## src/rtl/fa_post_norm.sv

```systemverilog
// Floating-point adder post-normalisation: sum formation + leading-zero count, then normalise/round/pack.
// Optional macro FA_RNE_ROUND_EN selects round-to-nearest-even on the carry-out add path (default: truncate).
module fa_post_norm #(
    parameter int unsigned EXP_W = 8
) (
    input  logic              CLK,
    input  logic              RESETn,
    input  logic              in_valid,
    output logic              in_ready,
    input  logic              in_sign,
    input  logic [EXP_W-1:0]  in_ex,
    input  logic              in_yn,
    input  logic [24:0]       in_P0,
    input  logic [24:0]       in_GG,
    output logic              out_valid,
    input  logic              out_ready,
    output logic [31:0]       out_result,
    output logic [2:0]        out_flags
);

    localparam int unsigned SUM_W  = 25;
    localparam int unsigned MANT_W = 24;
    localparam int unsigned FRAC_W = 23;
    localparam int unsigned LZC_W  = 5;
    localparam int unsigned EXP1_W = EXP_W + 1;
    localparam int unsigned EXP_INF = (1 << EXP_W) - 1;

    logic                s1_valid;
    logic                s1_sign;
    logic [EXP_W-1:0]    s1_ex;
    logic                s1_yn;
    logic [SUM_W-1:0]    s1_sum;
    logic [LZC_W-1:0]    s1_lzc;
    logic                s2_valid;
    logic                s2_advance;

    logic [SUM_W-1:0]    sum_c;
    logic [LZC_W-1:0]    lzc_c;
    logic [EXP1_W-1:0]   exp_c;
    logic [MANT_W-1:0]   mant_c;
    logic [MANT_W:0]     mant_inc_c;
    logic                rnd_c;
    logic [31:0]         res_c;
    logic [2:0]          flags_c;
    logic                unused_bits;

    assign s2_advance = !s2_valid || out_ready;
    assign in_ready   = !s1_valid || s2_advance;
    assign out_valid  = s2_valid;
    assign unused_bits = ^{in_GG[SUM_W-1], s1_sum[0]};

    // Sum bit i is propagate xor the carry into bit i; yn is the carry into bit 0.
    assign sum_c = {in_P0[SUM_W-1:1] ^ in_GG[SUM_W-2:0], in_P0[0] ^ in_yn};

    always_comb begin
        lzc_c = LZC_W'(MANT_W);
        for (int i = 0; i < int'(MANT_W); i++) begin
            if (sum_c[i]) lzc_c = LZC_W'(int'(MANT_W) - 1 - i);
        end
    end

    // Normalise, round and pack the stage-1 contents.
    always_comb begin
        res_c      = '0;
        flags_c    = '0;
        exp_c      = '0;
        mant_c     = '0;
        mant_inc_c = '0;
        rnd_c      = 1'b0;
        if (s1_ex == EXP_W'(EXP_INF)) begin
            res_c   = {s1_sign, {EXP_W{1'b1}}, {FRAC_W{1'b0}}};
            flags_c = 3'b100;
        end else if (!s1_yn && s1_sum[SUM_W-1]) begin
            mant_c = s1_sum[SUM_W-1:1];
            exp_c  = EXP1_W'(s1_ex) + EXP1_W'(1);
`ifdef FA_RNE_ROUND_EN
            rnd_c  = s1_sum[0] & s1_sum[1];
`else
            rnd_c  = 1'b0;
`endif
            mant_inc_c = {1'b0, mant_c} + (MANT_W+1)'(rnd_c);
            if (mant_inc_c[MANT_W]) begin
                mant_c = {1'b1, {FRAC_W{1'b0}}};
                exp_c  = exp_c + EXP1_W'(1);
            end else begin
                mant_c = mant_inc_c[MANT_W-1:0];
            end
            if (exp_c >= EXP1_W'(EXP_INF)) begin
                res_c   = {s1_sign, {EXP_W{1'b1}}, {FRAC_W{1'b0}}};
                flags_c = 3'b100;
            end else begin
                res_c   = {s1_sign, exp_c[EXP_W-1:0], mant_c[FRAC_W-1:0]};
            end
        end else if (s1_sum[MANT_W-1:0] == '0) begin
            res_c   = '0;
            flags_c = 3'b001;
        end else if (s1_ex <= EXP_W'(s1_lzc)) begin
            // No denormals: anything needing exponent <= 0 flushes to signed zero.
            res_c   = {s1_sign, {(EXP_W+FRAC_W){1'b0}}};
            flags_c = 3'b011;
        end else begin
            exp_c  = EXP1_W'(s1_ex) - EXP1_W'(s1_lzc);
            mant_c = s1_sum[MANT_W-1:0] << s1_lzc;
            res_c  = {s1_sign, exp_c[EXP_W-1:0], mant_c[FRAC_W-1:0]};
        end
    end

    // Stage 1: capture the raw sum and its leading-zero count.
    always_ff @(posedge CLK or negedge RESETn) begin
        if (!RESETn) begin
            s1_valid <= 1'b0;
            s1_sign  <= 1'b0;
            s1_ex    <= '0;
            s1_yn    <= 1'b0;
            s1_sum   <= '0;
            s1_lzc   <= '0;
        end else begin
            if (in_ready) s1_valid <= in_valid;
            if (in_ready && in_valid) begin
                s1_sign <= in_sign;
                s1_ex   <= in_ex;
                s1_yn   <= in_yn;
                s1_sum  <= sum_c;
                s1_lzc  <= lzc_c;
            end
        end
    end

    // Stage 2: registered packed result.
    always_ff @(posedge CLK or negedge RESETn) begin
        if (!RESETn) begin
            s2_valid   <= 1'b0;
            out_result <= '0;
            out_flags  <= '0;
        end else if (s2_advance) begin
            s2_valid <= s1_valid;
            if (s1_valid) begin
                out_result <= res_c;
                out_flags  <= flags_c;
            end
        end
    end

endmodule

```

## config.mk

```make
export PLATFORM = sky130hd
export DESIGN_NAME = fa_post_norm
export DESIGN_NICKNAME = d
export VERILOG_FILES = /design/src/rtl/fa_post_norm.sv
export SDC_FILE = /design/constraint.sdc
export NUM_CORES = 1
export LEC_CHECK = 0
export BUFFER_PORTS_ARGS = -buffer_cell sky130_fd_sc_hd__buf_4
export CELL_PAD_IN_SITES_DETAIL_PLACEMENT = 1
export CELL_PAD_IN_SITES_GLOBAL_PLACEMENT = 2
export CORE_MARGIN = 3
export CORE_UTILIZATION = 38
export DETAILED_ROUTE_END_ITERATION = 10
export HOLD_SLACK_MARGIN = 0.02
export PLACE_DENSITY = 0.88
export SYNTH_ARGS = -nofsm -noshare
export SYNTH_HDL_FRONTEND = slang
export SYNTH_SLANG_ARGS = --single-unit
```

## constraint.sdc

```tcl
create_clock -name CLK -period 4.76 [get_ports CLK]
set_input_delay 0.238 -clock CLK [delete_from_list [all_inputs] [get_ports CLK]]
set_output_delay 0.238 -clock CLK [all_outputs]
set_load 0.01 [all_outputs]
```

==> impl_summary.md <==
Drt
The remaining number of nets flagged by the antenna check after routing is 0. The number of detailed-route iterations in the first pass is 4. In this run, the number of DRC markers left after iteration 0 of detailed routing was 275. The final layout contains routed wiring with a total length of 16.24 mm. The mean routed wirelength per cell is 20.10 um.

The vias after detailed routing is 4746. For this run, design rule violations remaining after detail routing come to 0. The mean number of vias per cell is 5.874.

Clock tree
After clock tree synthesis, the clock-pin slew on the worst setup and hold paths is 0.06 ns. The clock tree from TritonCTS is built. Clock tree synthesis selected as its root buffer the cell sky130_fd_sc_hd__clkbuf_16.

The number of CTS-inserted buffers is 9. The maximum buffer depth of the clock tree is 2. In this run the number of H-tree levels came out at 3. At the later pin of the worst-skew pair, clock insertion delay measures 0.35 ns. Buffers inserted to repair hold after CTS numbered 0. After clock tree synthesis, the repair step resized 0 gates. Clock tree synthesis found a total of 77 sinks.

The total setup buffers inserted after CTS is 0.

Timing
The post-route setup TNS is 0 ns. For the pin with the worst max-slew slack, the measured transition is 1.105 ns. On the final layout, the worst clock skew is 0.008293 ns. Setup repair after global routing left no endpoint under its margin. The total count of hold-check failures in the final report came to 0. Hold is met by 0.01215 ns. Setup slack closes at 1.485 ns. The count of pins over their slew limit is 0. The portion of the clock cycle consumed by the worst path in the final layout is 0.6881. The highest clock frequency the design can meet is 305.3 MHz. Setup violations remaining at the end of the flow were counted as 0. Counting I/O delays and the setup requirement, the final critical path takes 3.275 ns. The worst max-slew margin expressed relative to the limit is 0.2616.

Floorplan
The die width is 124.2 um. The effective utilization at floorplan is 0.3948. The die covers 15430 um2.

The number of primary I/O pins is 101. The floorplan has 42 rows. The die is 124.2 um tall. The region available for standard cell placement spans 13450 um2.

Power and ir drop
For this design the total switching power over the nets is 1.031 mW. The switching share of total power is 0.3637. The share of power burned in registers is 0.349.

The share of total power dissipated in combinational logic is 0.384. The cell-internal power is 1.803 mW. The leakage power figure is 2.798 nW. Power comes to 2.834 mW.

The share of total power dissipated in the clock network is 0.267. The worst-case IR drop observed on VDD is 0.1843 mV. Dividing total power by cell area gives a power density of 440.9 nW/um2.

Placed design
The port buffer count is 99. Routability-driven placement finished with a final weighted congestion of 0.8823. The worst slack at placement is 1.515 ns. The half-perimeter wire length after detailed placement is 12.36 mm.

Yosys
The number of enable flip-flop cells after synthesis is 0. The fraction of registers with async set or reset after synthesis is 1.000. In this run the cell area of the synthesized design comes to 5311 um2. Of the post-synthesis cell area, the dominant cell type holds 0.3628. The main flop type after synthesis is sky130_fd_sc_hd__dfrtp_1. The proportion of synthesized chip area in sequential cells is 0.3628.

In this run, synthesis produced a sequential element count of 77. The number of nets in the synthesized netlist is 618. During synthesis, Yosys emitted a total of 0 warnings. The library cell with the largest summed area after synthesis is sky130_fd_sc_hd__dfrtp_1.

Ranked by total cell area, the synthesized netlist is headed by sky130_fd_sc_hd__dfrtp_1 (36%), sky130_fd_sc_hd__nand2_1 (4.6%), sky130_fd_sc_hd__mux2i_1 (4.0%). The count of unique library cells instantiated by Yosys is 73. In this run the mean area of a mapped cell was 9.728 um2. Synthesis handed over a netlist of 546 instances.

GRT
The first-pass GRT wire length is 26.86 mm. The initial antenna violation count is 0. The via count of the first global-routing pass came to 5117. Global routing finished with a remaining overflow of 0. Across every metal layer, demand over resource in global routing totals 0.2124.

The largest net degree at the start of global routing is 78.

Critical path
In this run the worst path has a maximum fanout of 22. The kind of start point of the critical path is a flip-flop. At the worst endpoint, the required time is 4.95 ns. The critical path class is reg2reg.

At the worst endpoint, the arrival time is 3.47 ns. The nature of the critical path endpoint is a flip-flop.

Layout
In the final layout, the share of cells above drive strength 1 is 0.2516. The number of antenna diodes in the final layout is 0. Counting the fill cells in the layout gives 1565. The number of nets in the final layout is 699. Compared with the post-synthesis result, the final layout area differs by 21.01%.

Run status
The flow ran to the end, and the final reports show no timing, DRC or antenna violations.

Worst hold path
The class of the tightest hold or removal check is in2async.

Run
Max-cap violations in this run came to 0.
-- layer usage --
layer	vias up	wire length, um	track usage
li1	2214	-	-
met1	2371	7678	0.2925
met2	138	7469	0.3387
met5	-	0	0
met4	0	370	0.08704
met3	23	724	0.02792
-- cell families after synthesis --
kind of cell    after synthesis  share of synthesized area
buf+inv                      54                    0.05065
compound gates              146                     0.2021
flops                        77                     0.3628
xor+xnor                     41                    0.06761
fa+ha+maj                     8                    0.02026
mux                          54                     0.1498
simple gates                166                     0.1468
-- final timing paths --
check / startpoint / end / slack (ns) / cells after the start
setup / recovery: s1_lzc[1]$_DFFE_PN0P_ / out_result[10]$_DFFE_PN0P_ / 1.48 / 7
hold / removal: RESETn / out_result[9]$_DFFE_PN0P_ / 0.01 / 1
setup reg to reg: s1_lzc[1]$_DFFE_PN0P_ / out_result[10]$_DFFE_PN0P_ / 1.48 / 7
hold reg to reg: out_result[7]$_DFFE_PN0P_ / out_result[7]$_DFFE_PN0P_ / 0.48 / 2
max in group asynchronous: RESETn / out_result[2]$_DFFE_PN0P_ / 4.05 / 1
min in group CLK: in_ex[5] / s1_ex[5]$_DFFE_PN0P_ / 0.10 / 3
-- cell usage after synthesis, types with 9 or more instances --
cell type and n:
sky130_fd_sc_hd__dfrtp_1 77, sky130_fd_sc_hd__nand2_1 65, sky130_fd_sc_hd__nor2_1 36, sky130_fd_sc_hd__o21ai_0 35, sky130_fd_sc_hd__a21oi_1 22, sky130_fd_sc_hd__inv_1 21, sky130_fd_sc_hd__mux2i_1 21, sky130_fd_sc_hd__xnor2_1 21
sky130_fd_sc_hd__xor2_1 20, sky130_fd_sc_hd__mux2_2 16, sky130_fd_sc_hd__clkbuf_1 14, sky130_fd_sc_hd__nor4_1 11, sky130_fd_sc_hd__o221ai_1 10, sky130_fd_sc_hd__nand3_1 9, sky130_fd_sc_hd__nand4_1 9
-- flip-flops by register name, summed over array words and instances (netlist names) --
| name | flops |
|---|---|
| out_result | 32 |
| s1_sum | 25 |
| s1_ex | 8 |
| s1_lzc | 5 |
| out_flags | 3 |
| out_valid | 1 |
| s1_sign | 1 |
| s1_valid | 1 |
| s1_yn | 1 |
-- power groups by stage --
| stage | Combinational, mW | Clock, mW | Sequential (mW) |
|---|---|---|---|
| finish | 1.09 | 0.757 | 0.990 |
| global route | 1.20 | 0.796 | 1.01 |
| CTS | 1.09 | 0.764 | 0.987 |
| detailed placement | 1.08 | 0 | 0.998 |
| global placement | 1.05 | 0 | 0.988 |
| floorplan | 0.675 | 0 | 0.977 |
-- metrics by stage --
stage          utilization  instances  area, um2
2_1_floorplan            -        546       5311
3_3_place_gp        0.4537        792       6103
3_5_place_dp        0.4537        792       6103
4_1_cts             0.4778        808       6427
5_1_grt             0.4778        808       6427
6_report            0.4778        808       6427
-- layout by cell type (no fill, tap or decap), types with 3 or more instances in the layout --
| master | netlist | routed |
|---|---|---|
| sky130_fd_sc_hd__or3_1 | 3 | 3 |
| sky130_fd_sc_hd__o21a_1 | 4 | 4 |
| sky130_fd_sc_hd__o32ai_1 | 4 | 4 |
| sky130_fd_sc_hd__xnor2_1 | 21 | 21 |
| sky130_fd_sc_hd__ha_1 | 7 | 7 |
| sky130_fd_sc_hd__o221ai_2 | 3 | 3 |
| sky130_fd_sc_hd__o22a_1 | 3 | 3 |
| sky130_fd_sc_hd__xor2_1 | 20 | 20 |
| sky130_fd_sc_hd__a22o_1 | 7 | 7 |
| sky130_fd_sc_hd__mux2i_1 | 21 | 21 |
| sky130_fd_sc_hd__a32oi_1 | 3 | 3 |
| sky130_fd_sc_hd__and3_1 | 4 | 4 |
| sky130_fd_sc_hd__nor3_1 | 8 | 8 |
| sky130_fd_sc_hd__a211oi_1 | 6 | 6 |
| sky130_fd_sc_hd__a22oi_1 | 5 | 5 |
| sky130_fd_sc_hd__o32a_1 | 5 | 5 |
| sky130_fd_sc_hd__nor2_1 | 36 | 36 |
| sky130_fd_sc_hd__nand2b_1 | 5 | 5 |
| sky130_fd_sc_hd__inv_1 | 21 | 21 |
| sky130_fd_sc_hd__o221ai_1 | 10 | 10 |
| sky130_fd_sc_hd__dfrtp_1 | 77 | 77 |
| sky130_fd_sc_hd__a31oi_1 | 3 | 3 |
| sky130_fd_sc_hd__o21ai_0 | 35 | 35 |
| sky130_fd_sc_hd__clkbuf_16 | 0 | 9 |
| sky130_fd_sc_hd__mux2_2 | 16 | 16 |
| sky130_fd_sc_hd__a21oi_1 | 22 | 22 |
| sky130_fd_sc_hd__nand3_1 | 9 | 9 |
| sky130_fd_sc_hd__nand2_1 | 65 | 65 |
| sky130_fd_sc_hd__and2_1 | 5 | 5 |
| sky130_fd_sc_hd__nor2b_1 | 3 | 3 |
| sky130_fd_sc_hd__nand4_1 | 9 | 9 |
| sky130_fd_sc_hd__a21boi_0 | 4 | 4 |
| sky130_fd_sc_hd__buf_4 | 2 | 100 |
| sky130_fd_sc_hd__nor4_1 | 11 | 11 |
| sky130_fd_sc_hd__mux4_2 | 8 | 8 |
| sky130_fd_sc_hd__o21ai_1 | 4 | 4 |
| sky130_fd_sc_hd__mux4_1 | 8 | 8 |
-- area by class of cell --
| type | count | area (um2) | share of cell area |
|---|---|---|---|
| timing repair buffer | 100 | 750.7 | 0.1168 |
| sequential | 77 | 1927 | 0.2998 |
| multi-input combinational | 415 | 3115 | 0.4847 |
| inverter | 24 | 90.09 | 0.01402 |
| clock inverter | 7 | 98.84 | 0.01538 |
| clock buffer | 9 | 225.2 | 0.03504 |
| tap | 176 | 220.2 | 0.03426 |
-- worst max-delay path, stage by stage (launching register included) --
cell and delay (ns):
sky130_fd_sc_hd__dfrtp_1 0.85, sky130_fd_sc_hd__inv_2 0.30, sky130_fd_sc_hd__fa_1 0.53, sky130_fd_sc_hd__a211oi_1 0.40, sky130_fd_sc_hd__o211ai_2 0.17, sky130_fd_sc_hd__and2_1 0.25, sky130_fd_sc_hd__nand4_1 0.40, sky130_fd_sc_hd__o221ai_1 0.21
(Power assumes the default switching activity.)
